===== src/rtl/vec_lane_sequencer.sv =====
// Lane-serial sequencer for 256-bit VADD/VDOT/SMUL over one shared half-precision FPU.
// state | meaning: IDLE = waiting for start, RUN = issuing lane ops to FPU, DONE = one-cycle result pulse
module vec_lane_sequencer #(
  parameter int                LANES    = 16,
  parameter int                LANE_W   = 16,
  parameter logic [LANE_W-1:0] ACC_INIT = '0
) (
  input  logic                      clk,
  input  logic                      rst,
  input  logic                      start,
  input  logic [3:0]                opcode,
  input  logic [LANES*LANE_W-1:0]   op_1,
  input  logic [LANES*LANE_W-1:0]   op_2,
  output logic                      busy,
  output logic                      done,
  output logic                      illegal,
  output logic [LANES*LANE_W-1:0]   result,
  output logic                      fpu_req,
  output logic                      fpu_op,
  output logic [LANE_W-1:0]         fpu_a,
  output logic [LANE_W-1:0]         fpu_b,
  input  logic                      fpu_ack,
  input  logic [LANE_W-1:0]         fpu_res
);

  localparam int LANE_BITS = (LANES > 1) ? $clog2(LANES) : 1;
  localparam int VEC_W     = LANES * LANE_W;
  localparam logic [3:0] OP_VADD = 4'b0000;
  localparam logic [3:0] OP_VDOT = 4'b0001;
  localparam logic [3:0] OP_SMUL = 4'b0010;

  typedef enum logic [1:0] {S_IDLE, S_RUN, S_DONE} state_t;

  state_t               state_q, state_d;
  logic [3:0]           opcode_q;
  logic [VEC_W-1:0]     a_q, b_q, result_q;
  logic [LANE_BITS-1:0] lane_q;
  logic                 phase_q;     // VDOT only: 0 = multiply, 1 = accumulate
  logic                 illegal_q;
  logic [LANE_W-1:0]    acc_q, prod_q;
  logic [LANE_W-1:0]    a_lane, b_lane;
  logic                 lane_last, op_last, is_legal, op_done;

  assign is_legal  = (opcode == OP_VADD) || (opcode == OP_VDOT) || (opcode == OP_SMUL);
  assign lane_last = (lane_q == LANE_BITS'(LANES - 1));
  assign op_last   = lane_last && ((opcode_q != OP_VDOT) || phase_q);
  assign op_done   = (state_q == S_RUN) && fpu_ack;

  always_comb begin
    a_lane = '0;
    b_lane = '0;
    for (int i = 0; i < LANES; i++) begin
      if (lane_q == LANE_BITS'(i)) begin
        a_lane = a_q[i*LANE_W +: LANE_W];
        b_lane = b_q[i*LANE_W +: LANE_W];
      end
    end
  end

  always_comb begin
    state_d = state_q;
    fpu_req = 1'b0;
    fpu_op  = 1'b0;
    fpu_a   = '0;
    fpu_b   = '0;
    case (state_q)
      S_IDLE: begin
        if (start) state_d = is_legal ? S_RUN : S_DONE;
      end
      S_RUN: begin
        fpu_req = 1'b1;
        case (opcode_q)
          OP_SMUL: begin
            fpu_op = 1'b1;
            fpu_a  = a_q[LANE_W-1:0];
            fpu_b  = b_lane;
          end
          OP_VDOT: begin
            fpu_op = ~phase_q;
            fpu_a  = phase_q ? acc_q : a_lane;
            fpu_b  = phase_q ? prod_q : b_lane;
          end
          default: begin
            fpu_a = a_lane;
            fpu_b = b_lane;
          end
        endcase
        if (fpu_ack && op_last) state_d = S_DONE;
      end
      S_DONE:  state_d = S_IDLE;
      default: state_d = S_IDLE;
    endcase
  end

  always_ff @(posedge clk) begin
    if (rst) begin
      state_q   <= S_IDLE;
      opcode_q  <= '0;
      a_q       <= '0;
      b_q       <= '0;
      result_q  <= '0;
      lane_q    <= '0;
      phase_q   <= 1'b0;
      illegal_q <= 1'b0;
      acc_q     <= '0;
      prod_q    <= '0;
    end else begin
      state_q <= state_d;
      if (state_q == S_IDLE && start) begin
        opcode_q  <= opcode;
        a_q       <= op_1;
        b_q       <= op_2;
        result_q  <= '0;
        lane_q    <= '0;
        phase_q   <= 1'b0;
        acc_q     <= ACC_INIT;
        illegal_q <= ~is_legal;
      end else if (op_done) begin
        if (opcode_q == OP_VDOT) begin
          if (!phase_q) begin
            prod_q  <= fpu_res;
            phase_q <= 1'b1;
          end else begin
            acc_q   <= fpu_res;
            phase_q <= 1'b0;
            if (lane_last) result_q <= {{(VEC_W-LANE_W){1'b0}}, fpu_res};
            else           lane_q   <= lane_q + LANE_BITS'(1);
          end
        end else begin
          for (int i = 0; i < LANES; i++) begin
            if (lane_q == LANE_BITS'(i)) result_q[i*LANE_W +: LANE_W] <= fpu_res;
          end
          if (!lane_last) lane_q <= lane_q + LANE_BITS'(1);
        end
      end
    end
  end

  assign busy    = (state_q != S_IDLE);
  assign done    = (state_q == S_DONE);
  assign illegal = done & illegal_q;
  assign result  = result_q;

endmodule


===== config.mk =====
export PLATFORM = sky130hd
export DESIGN_NAME = vec_lane_sequencer
export DESIGN_NICKNAME = d
export VERILOG_FILES = /design/src/rtl/vec_lane_sequencer.sv
export SDC_FILE = /design/constraint.sdc
export NUM_CORES = 2
export LEC_CHECK = 0
export ABC_AREA = 1
export ABC_CLOCK_PERIOD_IN_PS = 3300
export CAP_MARGIN = 20
export CELL_PAD_IN_SITES_DETAIL_PLACEMENT = 1
export CELL_PAD_IN_SITES_GLOBAL_PLACEMENT = 1
export CORE_AREA = 2 2 319 321
export CTS_BUF_LIST = sky130_fd_sc_hd__clkbuf_8
export DETAILED_ROUTE_END_ITERATION = 6
export DIE_AREA = 0 0 321 323
export GPL_TIMING_DRIVEN = 0
export PLACE_DENSITY = 0.79
export SYNTH_ARGS = -nofsm -noshare
export SYNTH_HDL_FRONTEND = slang
export SYNTH_SLANG_ARGS = --single-unit
export TNS_END_PERCENT = 100

===== constraint.sdc =====
create_clock -name clk -period 3.3 [get_ports clk]
set_clock_uncertainty 0.05 [all_clocks]
set_input_delay 0.66 -clock clk [delete_from_list [all_inputs] [get_ports clk]]
set_output_delay 0.66 -clock clk [all_outputs]
set_load 0.02 [all_outputs]

* Word level (Yosys, flattened, before mapping)
Index checks and enable logic that the tools add are counted.
Cells by class: add/sub/neg operators 1, equal/unequal tests 26, multiplexer cells 68, bitwise operators 4, reductions and logical operators 48
Operators with widths (number):
- $mux 16 | 53
- $mux 256 | 3
- $reduce_and 4->1 | 16
- $eq 4x4->1 const B | 8
- $pmux 16 s2 | 1
- $reduce_bool 2->1 | 16
- $eq 4x2->1 const B | 4
- $eq 4x3->1 const B | 4
- $eq 4x1->1 const B | 3
- $mux 4 | 3
- $logic_not 4->1 | 2
- $mux 2 | 3
- $ne 2x2->1 const B | 3
- $reduce_and 2->1 | 3
- $reduce_and 3->1 | 2
- $add 4x1->4 const B | 1
- $logic_and 1x1->1 | 4
- $ne 4x1->1 const B | 1
- $pmux 2 s2 | 1
- $logic_or 1x1->1 | 3
- $mux 1 | 3
- $not 1->1 | 3
- $eq 2x1->1 const B | 1
- $eq 2x2->1 const B | 1
- other kinds (5) | 5
Storage, ports and cells: register bits after elaboration 812, input bits 536, output and inout bits 293, word-level logic and storage cells 172

* Longest topological paths before layout
depth in word-level cells 20, mapped depth 22, depth with buffers taken out 20

* Worst setup path after synthesis
Ideal clock, no wire load.
path type register -> output, start point register lane_q[1], end point output port fpu_a[0], arrival 2.247 ns, required time 2.590 ns, slack 0.343 ns, cell stages (with the launch flop) 23, path buffers 2, cell sequence dfxtp_1 inv_1 ha_1 clkbuf_2 inv_1 nor2_4 buf_6 nand3_1 nand3_1 nand3_1 nand2_1 nand2_1 nand2_1 nand3_1 nand3_1 nand2_1 nand2_1 nand2_1 nand3_1 nand2_1 nand2_1 nand2_1 a21oi_1
On the way: longest elaborated chain between the ends 20, elaborated cells on any way between the ends 35, classes of those cells eq/ne (15); mux (19); reduce/logical (1)
Ends and longest elaborated chain:
- start: declaration | RTL line 37 | logic [LANE_BITS-1:0] lane_q;
- start signal: assignment | RTL line 127 | else lane_q <= lane_q + LANE_BITS'(1);
- start signal: assignment | RTL line 133 | if (!lane_last) lane_q <= lane_q + LANE_BITS'(1);
- $logic_not 4->1 | RTL line 53 | if (lane_q == LANE_BITS'(i)) begin
- $mux 16 (15 in series) | RTL line 53
- $mux 16 (*) | RTL line 53
- $mux 16 | RTL line 80 | fpu_a = phase_q ? acc_q : a_lane;
- $pmux 16 s2 (*) | RTL line 72 | case (opcode_q)
- $mux 16 (*) | RTL line 66 | case (state_q)
- end: declaration | RTL line 20 | output logic [LANE_W-1:0] fpu_a,
Mark *: on every way between the ends. The rest lies on a longest branch, timed or not.

* Worst setup path after layout
start point register lane_q[1], end point output port fpu_b[12]
On the way: longest elaborated chain between the ends 20, elaborated cells on any way between the ends 35, classes of those cells eq/ne (15); mux (19); reduce/logical (1)
Ends and longest elaborated chain:
- $logic_not 4->1 | RTL line 53
- $mux 16 (15 in series) | RTL line 53
- $mux 16 (*) | RTL line 53
- $mux 16 | RTL line 81 | fpu_b = phase_q ? prod_q : b_lane;
- $mux 16 (*) | RTL line 72
- $mux 16 (*) | RTL line 66
- end: declaration | RTL line 21 | output logic [LANE_W-1:0] fpu_b,
Marks and branches as above.

==> reports/results.tsv <==
stage	metric	value	unit
run_status	status	finished with violations	
run_status	violations	setup timing	
setup_path	cp-endpoint	fpu_b[12]	
global_route	grt_use_total	0.348	
placed_design	portBuffers	828	
yosys	synth_top_area_share	0.480	
clock_tree	numCtsBuffers	147	
yosys	ys_ff_latch	812	
yosys	netlist_top_cells_area	dfxtp_1 (48%), nor2_1 (13%), o21ai_0 (12%), nand2_1 (7.2%), a21oi_1 (5.7%)	
pwr	power.density	486	nW/um2
pwr	p_leak	21.2	nW
setup_path	cp.arrival	3.71	ns
yosys	synthDistinctLibCells	38	
hold_path	worst_hold_path_type	primary input to flop	
clock_tree	clkTransAtPathRegs	0.07	ns
global_route	gr-total-overflow	0	
yosys	synthCells	4848	
sta	finalSetupViolations	32	
placed_design	dp.cells	6986	
sta	layout_setup_ws	-1.12	ns
finish	instances_no_fill	7324	
finish	seqCellArea	16300	um2
pwr	ir_drop	0.266	mV
die	core-area	101000	um2
finish	area_delta_synth_final	49.1	%
die	rows	117	
clock_tree	htree_levels	4	
run	maxCapViolations	0	
setup_path	crit_path_start	lane_q[1]	
die	die_h	323	um
route	routed-wl-met3	13200	um
sta	hold_viol_final	0	
setup_path	crit_fanout	7	
sta	slew_viol_final	0	
sta	max_freq	0.226	GHz
sta	grt_setup_unrepaired	true	
route	drc	0	
finish	nets	6433	
global_route	grt_antenna_before_repair	21	
sta	worst_slew_pin_slew	1.16	ns
die	die_w	321	um
clock_tree	clockBufferDepth	3	
route	wl_per_cell	25.8	um
setup_path	cp-start-kind	flop	
die	io_pins	829	
yosys	synth_edf_count	0	
route	wl_met2	85900	um
sta	setup_tns	-32.87	ns
setup_path	r2r_start	state_q[1]	
yosys	ys_async_sr_fraction	0	
yosys	synth-warning-count	0	
finish	drive_gt1_frac	0.160	
clock_tree	clk_latency	0.82	ns
route	viasPerCell	5.38	
setup_path	r2r_cells	9	
die	initial_core_util	0.336	
setup_path	r2r_slack	0.17	ns
yosys	synth_area	33800	um2
die	fp.dieArea	104000	um2
global_route	grt_max_degree	17	
clock_tree	cts_tree	done	
placed_design	routabilityCongestion	0.958	
yosys	synth-seq-area-share	0.480	
setup_path	critical_path_class	flop to output pin	
route	wirelength	189000	um
yosys	syn_avg_cell_area	6.98	um2
yosys	synthesis.nets	5388	
global_route	grt_pass1_vias	39795	
route	drtPass1Iterations	5	
setup_path	crit_path_end_kind	output pin	
route	num_vias	39413	
yosys	yosysTopAreaCell	dfxtp_1	
setup_path	worstReg2RegEnd	a_q[90]	
route	dr.first_iter.drc_count	3319	
route	ant_nets	0	
sta	relSlewSlack	0.227	
route	top_layer	met5	
clock_tree	cts_root_buf	clkbuf_8	
route	drt-met1-wl	77000	um
finish	nFillCells	12450	
sta	timing.final.crit_share	1.34	
sta	post-route-min-period	4.42	ns
placed_design	hpwlAfterDp	144000	um
yosys	synthFlopType	dfxtp_1	
clock_tree	cts.sinks	812	
global_route	grt_pass1_wl	265000	um
finish	final_util	0.501	
clock_tree	cts_hold_buf	0	
setup_path	cp_data_required_time	2.59	ns
finish	multi_input_area	17900	um2
==> cells by family after synthesis <==
group,share of synthesized area
AO/OA/AOI/OAI,0.188
AND/OR/NAND/NOR,0.262
flip-flops,0.480
buffers and inverters,0.0681
adder cells (fa/ha/maj),0.00148
==> metrics by stage <==
| stage | setup slack [ns] | cell area [um2] | total power [mW] | hold slack, ns |
|---|---|---|---|---|
| after global placement | -1.92 | 43800 | 14.3 | 0.389 |
| final | -1.12 | 50500 | 24.5 | 0.350 |
| after global routing | -1.27 | 50500 | 25.4 | 0.310 |
| after CTS | -1.27 | 49300 | 24.4 | 0.261 |
| after detailed placement | -1.93 | 43800 | 14.4 | 0.399 |
| after floorplan | 0.343 | 33800 | 12.4 | 0.380 |
==> layout make-up <==
cell class / count / area share
timing repair buffer: 896 / 0.179
clock buffer: 178 / 0.0486
clock inverter: 81 / 0.0101
multi-input combinational: 3462 / 0.355
buffer: 379 / 0.0368
tap: 1309 / 0.0325
antenna: 12 / 0.000595
sequential: 812 / 0.322
inverter: 195 / 0.0153
==> metal layers <==
layer / vias up / GRT usage
li1: 17870 / -
met1: 19302 / 0.435
met2: 1731 / 0.561
met3: 506 / 0.0677
met4: 4 / 0.198
met5: - / 0
==> worst min path at each step <==
stage              start       end  slack, ns  cells after the start
5_1_grt        op_2[182]  b_q[182]       0.31                      3
3_3_place_gp    b_q[234]  b_q[234]       0.39                      2
6_report       op_2[220]  b_q[220]       0.35                      3
4_1_cts        op_2[220]  b_q[220]       0.26                      3
2_1_floorplan   b_q[224]  b_q[224]       0.38                      2
3_5_place_dp    b_q[230]  b_q[230]       0.40                      2
==> flip-flops by register name (all words and copies together), names as in the netlist <==
name       count
state_q        2
acc_q         16
lane_q         4
a_q          256
illegal_q      1
prod_q        16
b_q          256
opcode_q       4
phase_q        1
result       256
==> report_power, final <==
part | switching, mW | internal, mW | total, mW
sequential | 0.392 | 10.4 | 10.8
combinational | 2.49 | 1.38 | 3.87
clock | 4.61 | 5.22 | 9.83
==> repair_timing <==
action                                 4_1_cts  5_1_grt
setup buffers                               42       21
setup endpoints to repair                   87       35
endpoints found under the hold margin        0        0
gates resized for setup                    750      236
pin swaps                                  151      167
gates cloned                                 4        3
==> worst max-delay path, stage by stage (launching register included) <==
cell and delay [ns]:
dfxtp_4 0.38, inv_6 0.08, ha_4 0.15, buf_8 0.14
clkinv_8 0.08, nor2_4 0.18, buf_6 0.17, nand2_2 0.06
nand3_2 0.07, o211ai_1 0.15, nand2_1 0.16, nand2_2 0.09
nand2_4 0.08, nand3_4 0.10, nand3_4 0.11, nand2_4 0.06
nand2_4 0.09, nand2_4 0.06, nand2_2 0.06, nand2_2 0.05
nand2_2 0.07, nand2_2 0.07, a21oi_4 0.25, buf_6 0.16
==> synthesized netlist by cell type (2+ instances only) <==
master    count
a21oi_1     387
a21oi_2       2
a22oi_1      15
a31oi_1       8
buf_1        16
buf_2        72
buf_4         9
buf_6         2
clkbuf_1    280
clkbuf_2      2
clkinv_1      3
dfxtp_1     812
ha_1          4
inv_1       170
inv_2        22
nand2_1     650
nand2_2       3
nand3_1     233
nand3_2       2
nand3b_1      2
nand4_1      16
nor2_1     1211
nor2_2        3
nor2_4        9
nor3_1        3
o21ai_0     824
o21ai_1      17
or2_0        19
or2_2        43
==> cell usage in the layout (no fill, tap or decap), types with 63 or more instances in the layout <==
master / synthesis / routed
inv_1: 170 / 215
buf_6: 2 / 63
nand3_2: 2 / 115
clkdlybuf4s50_1: 0 / 794
o21ai_0: 824 / 822
dfxtp_1: 812 / 809
nand2_2: 3 / 162
nor2_1: 1211 / 1187
clkbuf_8: 0 / 181
a21oi_1: 387 / 357
clkbuf_1: 280 / 255
nand2_1: 650 / 439
Note: power is estimated with default switching activity, not from simulation.
==> edit: new RTL, same settings <==
`LANES`: 16 -> 8.
--- a/src/rtl/vec_lane_sequencer.sv
+++ b/src/rtl/vec_lane_sequencer.sv
@@ -3,3 +3,3 @@
 module vec_lane_sequencer #(
-  parameter int                LANES    = 16,
+  parameter int                LANES    = 8,
   parameter int                LANE_W   = 16,
Ports: changed (resized op_1, op_2 and result); port bits go from 829 to 445. No check against the original RTL was run, so the function may have changed too.
==> edit against the unedited design <==
The flow still finishes with violations (setup timing); area after synthesis shrank 45%; wire length shrank 47%; worst hold slack gained 0.052 ns; final area shrank 44%; total power shrank 47%; synthesized cell count shrank 43%; setup slack gained 0.79 ns; sequential cell count shrank 385; critical path type unchanged; critical endpoint is now fpu_b[4].
==> edit: results <==
group,metric,value,unit
power_and_ir_drop,p_leak,11.6,nW
run_status,violations,"setup timing",
yosys,postSynthCellCount,2786,
cells_and_area,final_nets,3628,
global_route,antenna_found_initial,23,
worst_hold_path,min_path_type,"reg2reg",
yosys,synth_nets,3072,
run_status,run_status,"complete, but fails checks",
place,placed_area,24700,um^2
power_and_ir_drop,vdd_drop_max,232,uV
place,hpwl,77600,um
cells_and_area,drive_above_1_share,17.0,%
sta,setup_violations,32,
setup_path,r2r_start,"lane_q[2]",
place,port-buffer-count,444,
setup_path,critical_path_arrival,2.93,ns
clock_tree,cts_buffers,77,
place,place_congestion,0.910,
detailed_routing,num_vias,20729,
sta,worst_slack,-0.335,ns
detailed_routing,drtIter0Drc,1103,
global_route,gr-usage-all-layers,18.6,%
global_route,grt_max_degree,12,
clock_tree,clk_latency,0.69,ns
power_and_ir_drop,sw_frac_of_total,30.3,%
detailed_routing,drt_first_pass_iters,6,
place,dp_cells,4539,
yosys,yosysUniqueCellTypes,29,
detailed_routing,wl,100000,um
clock_tree,ctsHtreeMaxLevel,3,
yosys,ys_top_cells_by_count,"nor2_1 (766), nand2_1 (436), dfxtp_1 (427), o21ai_0 (425), inv_1 (204)",
yosys,seq_area_frac_synth,45.9,%
-- edit: worst paths after layout --
| kind | end | cells after the start |
|---|---|---|
| worst max-delay path | fpu_b[4] | 17 |
| worst min-delay path | b_q[44] | 2 |
| worst max register to register | result[57] | 15 |
| worst min register to register | b_q[44] | 2 |
-- edit: metal layers --
layer / up-vias / share of wire (%) / global-route usage [%]
li1: 9939 / - / -
met1: 9921 / 43 / 23.6
met2: 656 / 46 / 30.5
met3: 195 / 6.6 / 4.15
met4: 18 / 3.9 / 7.13
met5: - / 0.11 / 0
-- edit: power groups by stage --
stage          Clock (mW)  Sequential (mW)  Combinational (mW)
2_1_floorplan           0             5.69               0.863
3_3_place_gp            0             5.76                1.79
3_5_place_dp            0             5.77                1.82
4_1_cts              5.35             5.67                1.99
5_1_grt              5.58             5.70                2.24
6_report             5.23             5.68                2.05
-- edit: critical path: stages (launching register included) --
cell and delay (ns):
dfxtp_2 0.34, buf_6 0.11, inv_4 0.03, buf_6 0.11, buf_8 0.11, ha_4 0.20, inv_12 0.11, buf_4 0.14
clkbuf_16 0.13, o21ai_1 0.08, inv_1 0.08, nand2_2 0.08, nand3_4 0.10, nand3_4 0.10, nand2_2 0.11, nand2_2 0.07
a21oi_2 0.17, buf_4 0.17
-- edit: area by class of cell --
| class | instances | area, um^2 | area share (%) |
|---|---|---|---|
| Antenna cell | 13 | 32.5 | 0.115 |
| Buffer | 187 | 1070 | 3.78 |
| Clock buffer | 93 | 1280 | 4.51 |
| Clock inverter | 45 | 292 | 1.03 |
| Inverter | 218 | 863 | 3.04 |
| Multi-Input combinational cell | 1952 | 9710 | 34.2 |
| Sequential cell | 427 | 8550 | 30.2 |
| Tap cell | 1309 | 1640 | 5.77 |
| Timing Repair Buffer | 479 | 4930 | 17.4 |
-- edit: cells by family after synthesis --
| group | after synthesis | share of synthesized area, % |
|---|---|---|
| and+or+nand+nor | 1343 | 28.4 |
| buffers and inverters | 407 | 8.93 |
| DFF | 427 | 45.9 |
| AOI/OAI and AO/OA | 603 | 16.4 |
| adders and majority gates | 6 | 0.403 |
-- edit: metrics by stage --
stage               setup TNS, ns  hold WS [ns]  worst slack [ns]
detailed placement         -46.88         0.399             -1.75
CTS                         -9.80         0.408            -0.364
floorplan                       0         0.380             0.265
finish                      -6.92         0.402            -0.335
global route               -10.51         0.431            -0.394
global placement           -47.07         0.393             -1.76
-- edit: repair_timing --
| action | CTS | global route |
|---|---|---|
| hold buffers | 0 | 0 |
| pin swaps | 108 | 115 |
| resized for setup | 539 | 148 |
| setup endpoints to repair | 45 | 32 |
| setup buffers | 16 | 11 |
| cloned | 3 | 5 |
